--- config.mk ---
export PLATFORM = sky130hd
export DESIGN_NAME = cc_pixel_packer
export DESIGN_NICKNAME = d
export VERILOG_FILES = /design/src/rtl/cc_pixel_packer.sv
export SDC_FILE = /design/constraint.sdc
export NUM_CORES = 1
export LEC_CHECK = 0
export CAP_MARGIN = 20
export CORE_MARGIN = 2
export CORE_UTILIZATION = 33
export DETAILED_ROUTE_END_ITERATION = 12
export PLACE_DENSITY = 0.54
export SYNTH_ARGS = -nofsm -noshare
export SYNTH_HDL_FRONTEND = slang
export SYNTH_SLANG_ARGS = --single-unit
--- constraint.sdc ---
create_clock -name cmos_clk_i -period 4.36 [get_ports cmos_clk_i]
set_input_delay 0.872 -clock cmos_clk_i [delete_from_list [all_inputs] [get_ports cmos_clk_i]]
set_output_delay 0.872 -clock cmos_clk_i [all_outputs]
set_load 0.02 [all_outputs]
--- src/rtl/cc_pixel_packer.sv ---
// cc_pixel_packer: packs 16-bit camera pixels into 32-bit FIFO words per armed frame (CC_PACK_SWAP_EN swaps halves)
module cc_pixel_packer #(
  parameter int WORD_CNT_W = 24
) (
  input  logic                  cmos_clk_i,
  input  logic                  rst,
  input  logic [15:0]           cmos_data_i,
  input  logic                  cmos_valid_i,
  input  logic                  cmos_vsync_i,
  input  logic                  start,
  input  logic                  fifo_full_i,
  output logic [31:0]           data_out,
  output logic                  we,
  output logic                  busy,
  output logic                  frame_done,
  output logic [WORD_CNT_W-1:0] word_count,
  output logic                  overflow
);
  typedef enum logic [1:0] {IDLE, ARMED, CAPTURE, FLUSH} state_t;
  state_t state, state_n;
  logic vs_q, pend_v, rise, fall, pair_now, flush_now, wr_req;
  logic [15:0] pend;
  logic [31:0] wr_word;
  assign rise = cmos_vsync_i & ~vs_q;
  assign fall = ~cmos_vsync_i & vs_q;
  assign pair_now = (state == CAPTURE) & cmos_valid_i & pend_v;
  assign flush_now = (state == FLUSH) & pend_v;
  assign wr_req = pair_now | flush_now;
`ifdef CC_PACK_SWAP_EN
  assign wr_word = flush_now ? {pend, 16'h0000} : {pend, cmos_data_i};
`else
  assign wr_word = flush_now ? {16'h0000, pend} : {cmos_data_i, pend};
`endif
  // state register
  always_ff @(posedge cmos_clk_i)
    state <= rst ? IDLE : state_n;
  // next-state: FLUSH always lasts exactly one cycle
  always_comb
    state_n = (state == IDLE && start)    ? ARMED   :
              (state == ARMED && rise)    ? CAPTURE :
              (state == CAPTURE && fall)  ? FLUSH   :
              (state == FLUSH)            ? IDLE    : state;
  // outputs decoded from state
  always_comb
    busy = (state == ARMED) || (state == CAPTURE);
  // datapath: vsync history, pending half-word, write strobe, counters
  always_ff @(posedge cmos_clk_i) begin
    if (rst) begin
      vs_q       <= 1'b0;
      pend_v     <= 1'b0;
      pend       <= '0;
      data_out   <= '0;
      we         <= 1'b0;
      frame_done <= 1'b0;
      word_count <= '0;
      overflow   <= 1'b0;
    end else begin
      vs_q       <= cmos_vsync_i;
      we         <= wr_req & ~fifo_full_i;
      frame_done <= state == FLUSH;
      if (wr_req && !fifo_full_i) begin
        data_out <= wr_word;
        if (word_count != '1) word_count <= word_count + 1'b1;
      end
      if (wr_req && fifo_full_i) overflow <= 1'b1;
      if (state == IDLE && start) begin
        word_count <= '0;
        overflow   <= 1'b0;
      end
      if (state == CAPTURE && cmos_valid_i) begin
        pend_v <= ~pend_v;
        if (!pend_v) pend <= cmos_data_i;
      end else if (state == FLUSH) pend_v <= 1'b0;
    end
  end
endmodule

==> impl_metrics.json, run 1 <==
{
  "total_power_mw": 1.367,
  "critPathKind": "in -> reg",
  "fin_util": 0.4653,
  "wl_um": 7723,
  "stdcell_area_um2": 4299,
  "whs_endpoint": "data_out[7]$_SDFFE_PP0P_",
  "dpl-instance-area_um2": 4060,
  "reg2reg_to": "word_count[1]$_SDFFE_PP0P_",
  "synth.top_cell.area_share": 0.5016,
  "clock_latency_ns": 0.35,
  "reg2reg_depth": 6,
  "finalWorstPathRequiredPeriod_ns": 2.821,
  "yosysTopAreaCell": "dfxtp_1",
  "worstPathMaxFanout": 18,
  "cts_buffer_depth": 2,
  "vias": 2798,
  "tightestPinTransition_ns": 1.006,
  "die_w_um": 101.7,
  "min_from": "pend[7]$_SDFFE_PP0P_",
  "hold_viol_final": 0,
  "post_cts_buffers": 0,
  "port_buffers": 81,
  "cts_resized": 0,
  "numCtsBuffers": 9,
  "ys_warn_count": 0,
  "diodes": 0,
  "grt_pass1_wl_um": 12730,
  "dp_hpwl_um": 5364,
  "grt_max_degree": 28,
  "cellPowerDensity_nw_per_um2": 318.0,
  "drt_iter0_markers": 69,
  "synth.area.top_cells": "dfxtp_1 50%, nand2_1 9.8%, a21oi_1 7.8%",
  "wl_per_cell_um": 13.55,
  "slew_violations": 0,
  "drc_errors": 0,
  "clockRootBuffer": "clkbuf_8",
  "nets": 463,
  "firstDrtPassIters": 4,
  "holdPathStages": 2,
  "synth_seq_cells": 79,
  "synthDistinctLibCells": 41,
  "die_h_um": 101.7,
  "syn_area_per_cell_um2": 8.783,
  "syn_area_um2": 3153,
  "fin_skew_ns": 0.01276,
  "initial_utilization": 0.3412,
  "clock_sinks": 79,
  "area_growth_pct": 36.35,
  "dieArea_um2": 10350,
  "grt-ovfl-total": 0,
  "relSlewSlack": 0.3278,
  "crit_arrival_ns": 3.11,
  "reg2reg_from": "word_count[0]$_SDFFE_PP0P_",
  "placementRows": 35,
  "start_kind": "primary input",
  "final_common_cell": "nand2_1",
  "clkSlewWorstSetupHoldPaths_ns": 0.09,
  "power_leakage_nw": 1.434,
  "vias_per_cell": 4.909,
  "rsz0062_at_grt": "false",
  "min_path_type": "reg -> reg",
  "synthCells": 359,
  "drtAntennaViolNets": 0,
  "nFillCells": 914,
  "drive_above_1_share": 0.07483,
  "endpoint_kind": "flop",
  "most-common-layout-cells": "82 x nand2_1, 81 x clkdlybuf4s50_1, 79 x dfxtp_1",
  "setup_tns_ns": 0,
  "htreeDepth": 3,
  "tritoncts": "yes",
  "seq_area_frac_synth": 0.5016,
  "antenna_found_initial": 0,
  "period_share": 0.6469,
  "cp.required_ns": 4.65,
  "syn_nets": 386,
  "vdd_drop_max_mv": 0.2331,
  "max_clock_freq_mhz": 354.5,
  "outcome": "complete, no violations",
  "holdWs_ns": 0.4532,
  "gp_congestion": 0.7567,
  "cts_hold_buf": 0,
  "drv_cap": 0,
  "rrSetupSlack_ns": 1.96,
  "grt_use_total": 0.1564,
  "grt_pass1_vias": 2681,
  "finalSetupViolCount": 0,
  "coreArea_um2": 9240,
  "ios": 82
}
==> Yosys cell counts, drive strengths merged <==
cell	instances
nand2	82
dfxtp	79
a21oi	50
nor2	19
a22o	16
clkbuf	14
o21ai	11
nand4	10
or3	10
nand3	8
xor2	8
buf	5
ha	5
inv	5
or4	5
o211ai	4
o31ai	4
and4	3
nor4	3
or2	3
and3	2
mux2i	2
nand2b	2
nor3	2
a211oi	1
a31oi	1
and2	1
nand3b	1
nor2b	1
o211a	1
o21a	1
==> per-layer routing <==
metal / global-route usage / share of wire / up-vias
li1: - / - / 1413
met1: 0.2000 / 0.49 / 1294
met3: 0.05797 / 0.073 / 14
met4: 0.07484 / 0.018 / 0
met5: 0 / 0 / -
met2: 0.2328 / 0.42 / 77
==> worst max-delay path, cell delays in order <==
cell	delay [ns]
clkdlybuf4s50_1	0.44
nand2b_1	0.24
or2_2	0.48
a211oi_2	0.84
a22o_1	0.24
==> power breakdown <==
part | total (mW) | internal (mW) | switching [mW]
combinational | 0.0583 | 0.0272 | 0.0311
sequential | 0.727 | 0.725 | 0.00269
clock | 0.582 | 0.300 | 0.282
total | 1.37 | 1.05 | 0.315
==> cell type report <==
cell class,count,area [um^2],share of cell area
clock buffer,11,151.4,0.03522
clock inverter,5,62.56,0.01455
inverter,5,18.77,0.004366
multi-input combinational,256,1473,0.3425
sequential,79,1582,0.3679
tap,129,161.4,0.03754
timing repair buffer,85,850.8,0.1979
==> worst max path at each step <==
stage | start | to | slack [ns] | cells past startpoint
after CTS | fifo_full_i | data_out[29]$_SDFFE_PP0P_ | 1.54 | 5
after floorplan | cmos_valid_i | data_out[21]$_SDFFE_PP0P_ | 2.07 | 6
after detailed placement | fifo_full_i | data_out[29]$_SDFFE_PP0P_ | 1.17 | 5
final | fifo_full_i | data_out[29]$_SDFFE_PP0P_ | 1.54 | 5
after global routing | fifo_full_i | data_out[30]$_SDFFE_PP0P_ | 1.38 | 5
after global placement | fifo_full_i | data_out[25]$_SDFFE_PP0P_ | 1.24 | 5
==> flip-flops by register name, summed over array words and instances (netlist names) <==
signal / cells
pend: 16
overflow: 1
we: 1
vs_q: 1
data_out: 32
state: 2
word_count: 24
pend_v: 1
frame_done: 1
==> per-stage QoR <==
step                      setup slack, ns  std cells
final                               1.539        570
after global routing                1.379        570
after CTS                           1.545        568
after detailed placement            1.169        552
after global placement              1.237        552
after floorplan                     2.066        359
==> kinds of logic after synthesis <==
kind of cell               after synthesis  share of synthesized area
buffers and inverters                   24                    0.03214
and+or+nand+nor                        152                     0.2337
muxes                                    2                   0.006349
xor gates and xnor gates                 8                    0.02222
AOI/OAI and AO/OA                       89                     0.1841
DFF                                     79                     0.5016
adders and majority gates                5                    0.01984
Note: power is estimated with default switching activity, not from simulation.
==> run 2: changes to the inputs <==
--- a/config.mk
+++ b/config.mk
@@ -9,7 +9,7 @@
 export CORE_MARGIN = 2
 export CORE_UTILIZATION = 33
 export DETAILED_ROUTE_END_ITERATION = 12
-export PLACE_DENSITY = 0.54
+export PLACE_DENSITY = 0.56
 export SYNTH_ARGS = -nofsm -noshare
 export SYNTH_HDL_FRONTEND = slang
 export SYNTH_SLANG_ARGS = --single-unit
==> constraint.sdc (replaced) <==
create_clock -name cmos_clk_i -period 2.4 [get_ports cmos_clk_i]
set_input_delay 0.48 -clock cmos_clk_i [delete_from_list [all_inputs] [get_ports cmos_clk_i]]
set_output_delay 0.48 -clock cmos_clk_i [all_outputs]
set_load 0.02 [all_outputs]
==> run 2 against run 1 <==
Effect of this change:
- global-route usage down 0.058 points
- clock power up 60%
- register-to-register slack worse by 1.8 ns
- via count up 1.6%
- clock-buffer cell count down 2
- clock skew up 0.0039 ns
- cell count up 2.6%
- cell area up 1.7%
- critical path type is now reg -> reg
- critical endpoint is now word_count[21]$_SDFFE_PP0P_
==> impl_metrics.json, run 2 (same netlist as run 1, synthesis figures left out) <==
{
  "seqCellArea_um2": 1582,
  "clock_latency_ns": 0.35,
  "cellPowerDensity_nw_per_um2": 539.7,
  "cp.required_ns": 2.63,
  "firstDrtPassIters": 4,
  "drt_iter0_markers": 63,
  "hold_viol_final": 0,
  "clkSlewWorstSetupHoldPaths_ns": 0.10,
  "largest-register": "data_out",
  "vdd_drop_max_mv": 0.2618,
  "endpoint_kind": "flop",
  "nets": 478,
  "final_common_cell": "nand2_1",
  "multi_input_area_um2": 1473,
  "grt_max_degree": 41,
  "drtAntennaViolNets": 0,
  "period_share": 0.9253,
  "wl_per_cell_um": 12.99,
  "tightestPinTransition_ns": 1.009,
  "placementRows": 35,
  "cts_hold_buf": 0,
  "wl_um": 7602,
  "drive_above_1_share": 0.1053,
  "fin_util": 0.4733,
  "reg_top3": "data_out: 32 flops, word_count: 24 flops, pend: 16 flops",
  "diodes": 0,
  "relSlewSlack": 0.3249,
  "finalSetupViolCount": 0,
  "ios": 82,
  "nFillCells": 929,
  "outcome": "complete, no violations",
  "numCtsBuffers": 9,
  "cts_buffer_depth": 2,
  "clock_sinks": 79,
  "max_clock_freq_mhz": 450.3,
  "fin_skew_ns": 0.01665,
  "finalWorstPathRequiredPeriod_ns": 2.221,
  "vias_per_cell": 4.860,
  "grt_pass1_vias": 2703,
  "power_leakage_nw": 1.494,
  "critPathKind": "reg -> reg",
  "post_cts_buffers": 0,
  "most-common-layout-cells": "82 x nand2_1, 81 x clkdlybuf4s50_1, 79 x dfxtp_1",
  "initial_utilization": 0.3412,
  "crit_arrival_ns": 2.45,
  "htreeDepth": 3,
  "largest_reg_flops": 32,
  "grt_pass1_wl_um": 12810,
  "start_kind": "flop",
  "setup_tns_ns": 0,
  "coreArea_um2": 9240,
  "gp_congestion": 0.7459,
  "vias": 2843,
  "rsz0062_at_grt": "false",
  "drc_errors": 0,
  "drv_cap": 0,
  "dp_hpwl_um": 5331,
  "die_h_um": 101.7,
  "grt-ovfl-total": 0,
  "antenna_found_initial": 0,
  "dieArea_um2": 10350,
  "slew_violations": 0,
  "clockRootBuffer": "clkbuf_8",
  "cts_resized": 0,
  "port_buffers": 81,
  "min_path_type": "reg -> reg",
  "tritoncts": "yes",
  "die_w_um": 101.7,
  "worstPathMaxFanout": 9,
  "area_growth_pct": 38.69,
  "grt_use_total": 0.1558
}
run 2: changes by cell type in the layout (fill, tap and decap cells not counted), sizes merged:
cell	previous run	this run
inv	7	9
clkbuf	12	9
clkinvlp	2	1
bufinv	1	0
buf	3	19
clkinv	0	2
run 2: per-layer routing:
metal | GRT usage | wire (um) | vias up
li1 | - | - | 1438
met3 | 0.07315 | 658 | 6
met1 | 0.1907 | 3432 | 1322
met4 | 0.04054 | 72 | 0
met5 | 0 | 0 | -
met2 | 0.2475 | 3437 | 77
run 2: final timing paths:
| check | startpoint | to | slack [ns] | cells past startpoint |
|---|---|---|---|---|
| setup / recovery | word_count[9]$_SDFFE_PP0P_ | word_count[21]$_SDFFE_PP0P_ | 0.18 | 6 |
| hold / removal | pend[10]$_SDFFE_PP0P_ | data_out[10]$_SDFFE_PP0P_ | 0.45 | 2 |
| setup reg to reg | word_count[9]$_SDFFE_PP0P_ | word_count[21]$_SDFFE_PP0P_ | 0.18 | 6 |
| hold reg to reg | pend[10]$_SDFFE_PP0P_ | data_out[10]$_SDFFE_PP0P_ | 0.45 | 2 |
run 2: metrics by stage:
step	setup WS, ns	cell area [um^2]	hold WS (ns)	power (mW)	instances
6_report	0.1794	4373	0.4456	2.360	585
5_1_grt	0.01028	4373	0.4706	2.459	585
4_1_cts	0.1705	4373	0.4442	2.403	585
3_3_place_gp	0.01188	4188	0.4371	1.460	569
3_5_place_dp	0.01189	4188	0.4419	1.460	569
2_1_floorplan	0.2245	3153	0.4321	1.399	359
run 2: critical path, cell delays in order (launching register included):
cell and delay (ns):
dfxtp_1 0.44, nand4_1 0.28, or4_1 0.68, buf_4 0.21, o211ai_4 0.27, or3_1 0.16, a21oi_1 0.06
run 2: where the power goes:
group / internal [mW] / switching, mW / total, mW
sequential: 1.32 / 0.00510 / 1.32
combinational: 0.0507 / 0.0557 / 0.106
clock: 0.397 / 0.534 / 0.932
run 2: area by class of cell:
class / instances / share of cell area
repair buffers: 100 / 0.2180
well taps: 129 / 0.03691
inverters: 5 / 0.004292
flip-flops and latches: 79 / 0.3617
clock buffers: 9 / 0.02833
multi-input cells: 256 / 0.3368
clock inverters: 7 / 0.01402
==> run 3: changes to the inputs <==
--- a/config.mk
+++ b/config.mk
@@ -5,10 +5,12 @@
 export SDC_FILE = /design/constraint.sdc
 export NUM_CORES = 1
 export LEC_CHECK = 0
-export CAP_MARGIN = 20
+export CAP_MARGIN = 0
 export CORE_MARGIN = 2
 export CORE_UTILIZATION = 33
 export DETAILED_ROUTE_END_ITERATION = 12
+export GPL_TIMING_DRIVEN = 0
+export HOLD_SLACK_MARGIN = 0.15
 export PLACE_DENSITY = 0.56
 export SYNTH_ARGS = -nofsm -noshare
 export SYNTH_HDL_FRONTEND = slang
==> run 3 against run 2 <==
Effect of this change:
- clock-buffer cell count stayed put
- sequential share of layout area is 0.073 points higher
- fmax is 1.5% lower
- register-to-register slack worse by 0.03 ns
- sequential power hardly changed
- combinational power is 6% higher
- total power is 6.0% higher
- die area stayed put
- global-route usage is 0.18 points lower
- largest cell class unchanged
==> impl_metrics.json, run 3 (same netlist as run 1, synthesis figures left out) <==
{
  "firstDrtPassIters": 4,
  "nFillCells": 912,
  "finalWorstPathRequiredPeriod_ns": 2.255,
  "drv_cap": 0,
  "reg_top3": "data_out: 32 flops, word_count: 24 flops, pend: 16 flops",
  "diodes": 0,
  "comb_power_share": 0.045,
  "multi_input_area_um2": 1488,
  "fin_skew_ns": 0.004885,
  "nets": 479,
  "tritoncts": "yes",
  "start_kind": "flop",
  "grt_pass1_vias": 2683,
  "reg2reg_depth": 8,
  "grt-ovfl-total": 0,
  "grt_max_degree": 14,
  "htreeDepth": 3,
  "numCtsBuffers": 9,
  "critical_path.cell_chain": "ha_1 > nand2_1 > or4_1 > buf_2 > o21ai_4 > buf_6 > mux2i_1 > nor2_1",
  "antenna_found_initial": 0,
  "vdd_drop_max_mv": 0.2679,
  "p_seq_frac": 0.528,
  "slew_violations": 0,
  "vias": 2813,
  "critPathKind": "reg -> reg",
  "rsz0062_at_grt": "false",
  "rrSetupSlack_ns": 0.15,
  "clockRootBuffer": "clkbuf_8",
  "cp.required_ns": 2.62,
  "cellPowerDensity_nw_per_um2": 573.4,
  "power_frac_clock": 0.427,
  "vias_per_cell": 4.809,
  "crit_arrival_ns": 2.47,
  "reg2reg_to": "word_count[1]$_SDFFE_PP0P_",
  "coreArea_um2": 9240,
  "setup_tns_ns": 0,
  "worstPathMaxFanout": 10,
  "relSlewSlack": 0.6249,
  "finalSetupViolCount": 0,
  "port_buffers": 81,
  "clock_sinks": 79,
  "wl_per_cell_um": 13.21,
  "fin_util": 0.4723,
  "grt_pass1_wl_um": 12470,
  "area_growth_pct": 38.41,
  "power_leakage_nw": 1.466,
  "gp_congestion": 0.7960,
  "final_common_cell": "nand2_1",
  "clkSlewWorstSetupHoldPaths_ns": 0.08,
  "dpl-instance-area_um2": 4125,
  "dieArea_um2": 10350,
  "largest-register": "data_out",
  "die_w_um": 101.7,
  "initial_utilization": 0.3412,
  "hold_viol_final": 0,
  "wl_um": 7727,
  "tightestPinTransition_ns": 0.5627,
  "placementRows": 35,
  "endpoint_kind": "flop",
  "seqCellArea_um2": 1582,
  "period_share": 0.9396,
  "holdPathStages": 2,
  "switching_share": 0.2227,
  "p_sw_mw": 0.5573,
  "cell_internal_pwr_mw": 1.945,
  "ios": 82,
  "largest_reg_flops": 32,
  "drtAntennaViolNets": 0,
  "most-common-layout-cells": "82 x nand2_1, 81 x clkdlybuf4s50_1, 79 x dfxtp_1",
  "die_h_um": 101.7,
  "drt_iter0_markers": 76,
  "min_path_type": "reg -> reg",
  "max_clock_freq_mhz": 443.5,
  "whs_endpoint": "data_out[4]$_SDFFE_PP0P_",
  "drc_errors": 0,
  "drive_above_1_share": 0.07895,
  "cp_slowest_cell": "or4_1",
  "cp_slowest_stage_delay_ns": 0.50,
  "reg2reg_from": "word_count[0]$_SDFFE_PP0P_",
  "cts_buffer_depth": 2,
  "stdcell_area_um2": 4364,
  "grt_use_total": 0.1540,
  "clock_latency_ns": 0.35,
  "min_from": "pend[4]$_SDFFE_PP0P_",
  "dp_hpwl_um": 5606,
  "outcome": "complete, no violations"
}
run 3: cell types whose count changed in the layout (fill, tap and decap cells not counted), moves of 2 or more:
| cell | previous run | this run |
|---|---|---|
| clkbuf_2 | 0 | 3 |
| clkbuf_1 | 0 | 12 |
| inv_6 | 2 | 0 |
| bufinv_16 | 0 | 2 |
| inv_8 | 2 | 0 |
| buf_2 | 0 | 3 |
| buf_4 | 19 | 1 |
run 3: worst max-delay path by stage:
stage	from	slack, ns	to	cells past startpoint
2_1_floorplan	word_count[0]$_SDFFE_PP0P_	0.22	word_count[1]$_SDFFE_PP0P_	8
3_3_place_gp	cmos_valid_i	-0.41	data_out[28]$_SDFFE_PP0P_	7
3_5_place_dp	cmos_valid_i	-0.37	data_out[21]$_SDFFE_PP0P_	7
4_1_cts	state[0]$_SDFFE_PP0P_	0.01	data_out[29]$_SDFFE_PP0P_	8
5_1_grt	state[1]$_SDFFE_PP0P_	0.003	data_out[26]$_SDFFE_PP0P_	7
6_report	word_count[0]$_SDFFE_PP0P_	0.15	word_count[1]$_SDFFE_PP0P_	8
run 3: cell type report:
type | instances | share of cell area
sequential | 79 | 0.3624
multi-input combinational | 256 | 0.3409
timing repair buffer | 82 | 0.1875
tap | 129 | 0.03698
clock buffer | 9 | 0.02838
clock inverter | 6 | 0.01978
buffer | 19 | 0.01978
inverter | 5 | 0.004300
run 3: metrics by stage:
stage	instances	hold WS [ns]	total power [mW]	setup slack [ns]
final	585	0.4463	2.502	0.1450
after global routing	585	0.4571	2.599	0.002909
after global placement	569	0.4386	1.463	-0.4074
after CTS	584	0.4492	2.531	0.009778
after floorplan	359	0.4321	1.399	0.2245
after detailed placement	569	0.4444	1.464	-0.3747
run 3: worst max-delay path, delay by kind of cell (launching register included):
family | cells | cell delay, ns
DFF | 1 | 0.44
adders and majority gates | 1 | 0.25
muxes | 1 | 0.18
and+or+nand+nor | 3 | 0.68
buffers and inverters | 2 | 0.37
AOI/OAI and AO/OA | 1 | 0.21
run 3: layer usage:
layer  GRT usage  wire length, um  up-vias
met5           0                0        -
li1            -                -     1438
met2      0.2399             3399       80
met3     0.06763              647        9
met4     0.06341               94        0
met1      0.1857             3586     1286
run 3: repair_timing:
action | CTS | global route
gates cloned | 0 | 0
pin swaps | 0 | 1
gates resized for setup | 1 | 7
hold buffers | 0 | 0
setup buffers | 0 | 1
setup endpoints to repair | 10 | 19
run 3: power groups by stage:
stage / clock network, mW / logic, mW / registers [mW]
2_1_floorplan: 0 / 0.0476 / 1.35
3_3_place_gp: 0 / 0.111 / 1.35
3_5_place_dp: 0 / 0.111 / 1.35
4_1_cts: 1.10 / 0.112 / 1.32
5_1_grt: 1.15 / 0.124 / 1.32
6_report: 1.07 / 0.112 / 1.32
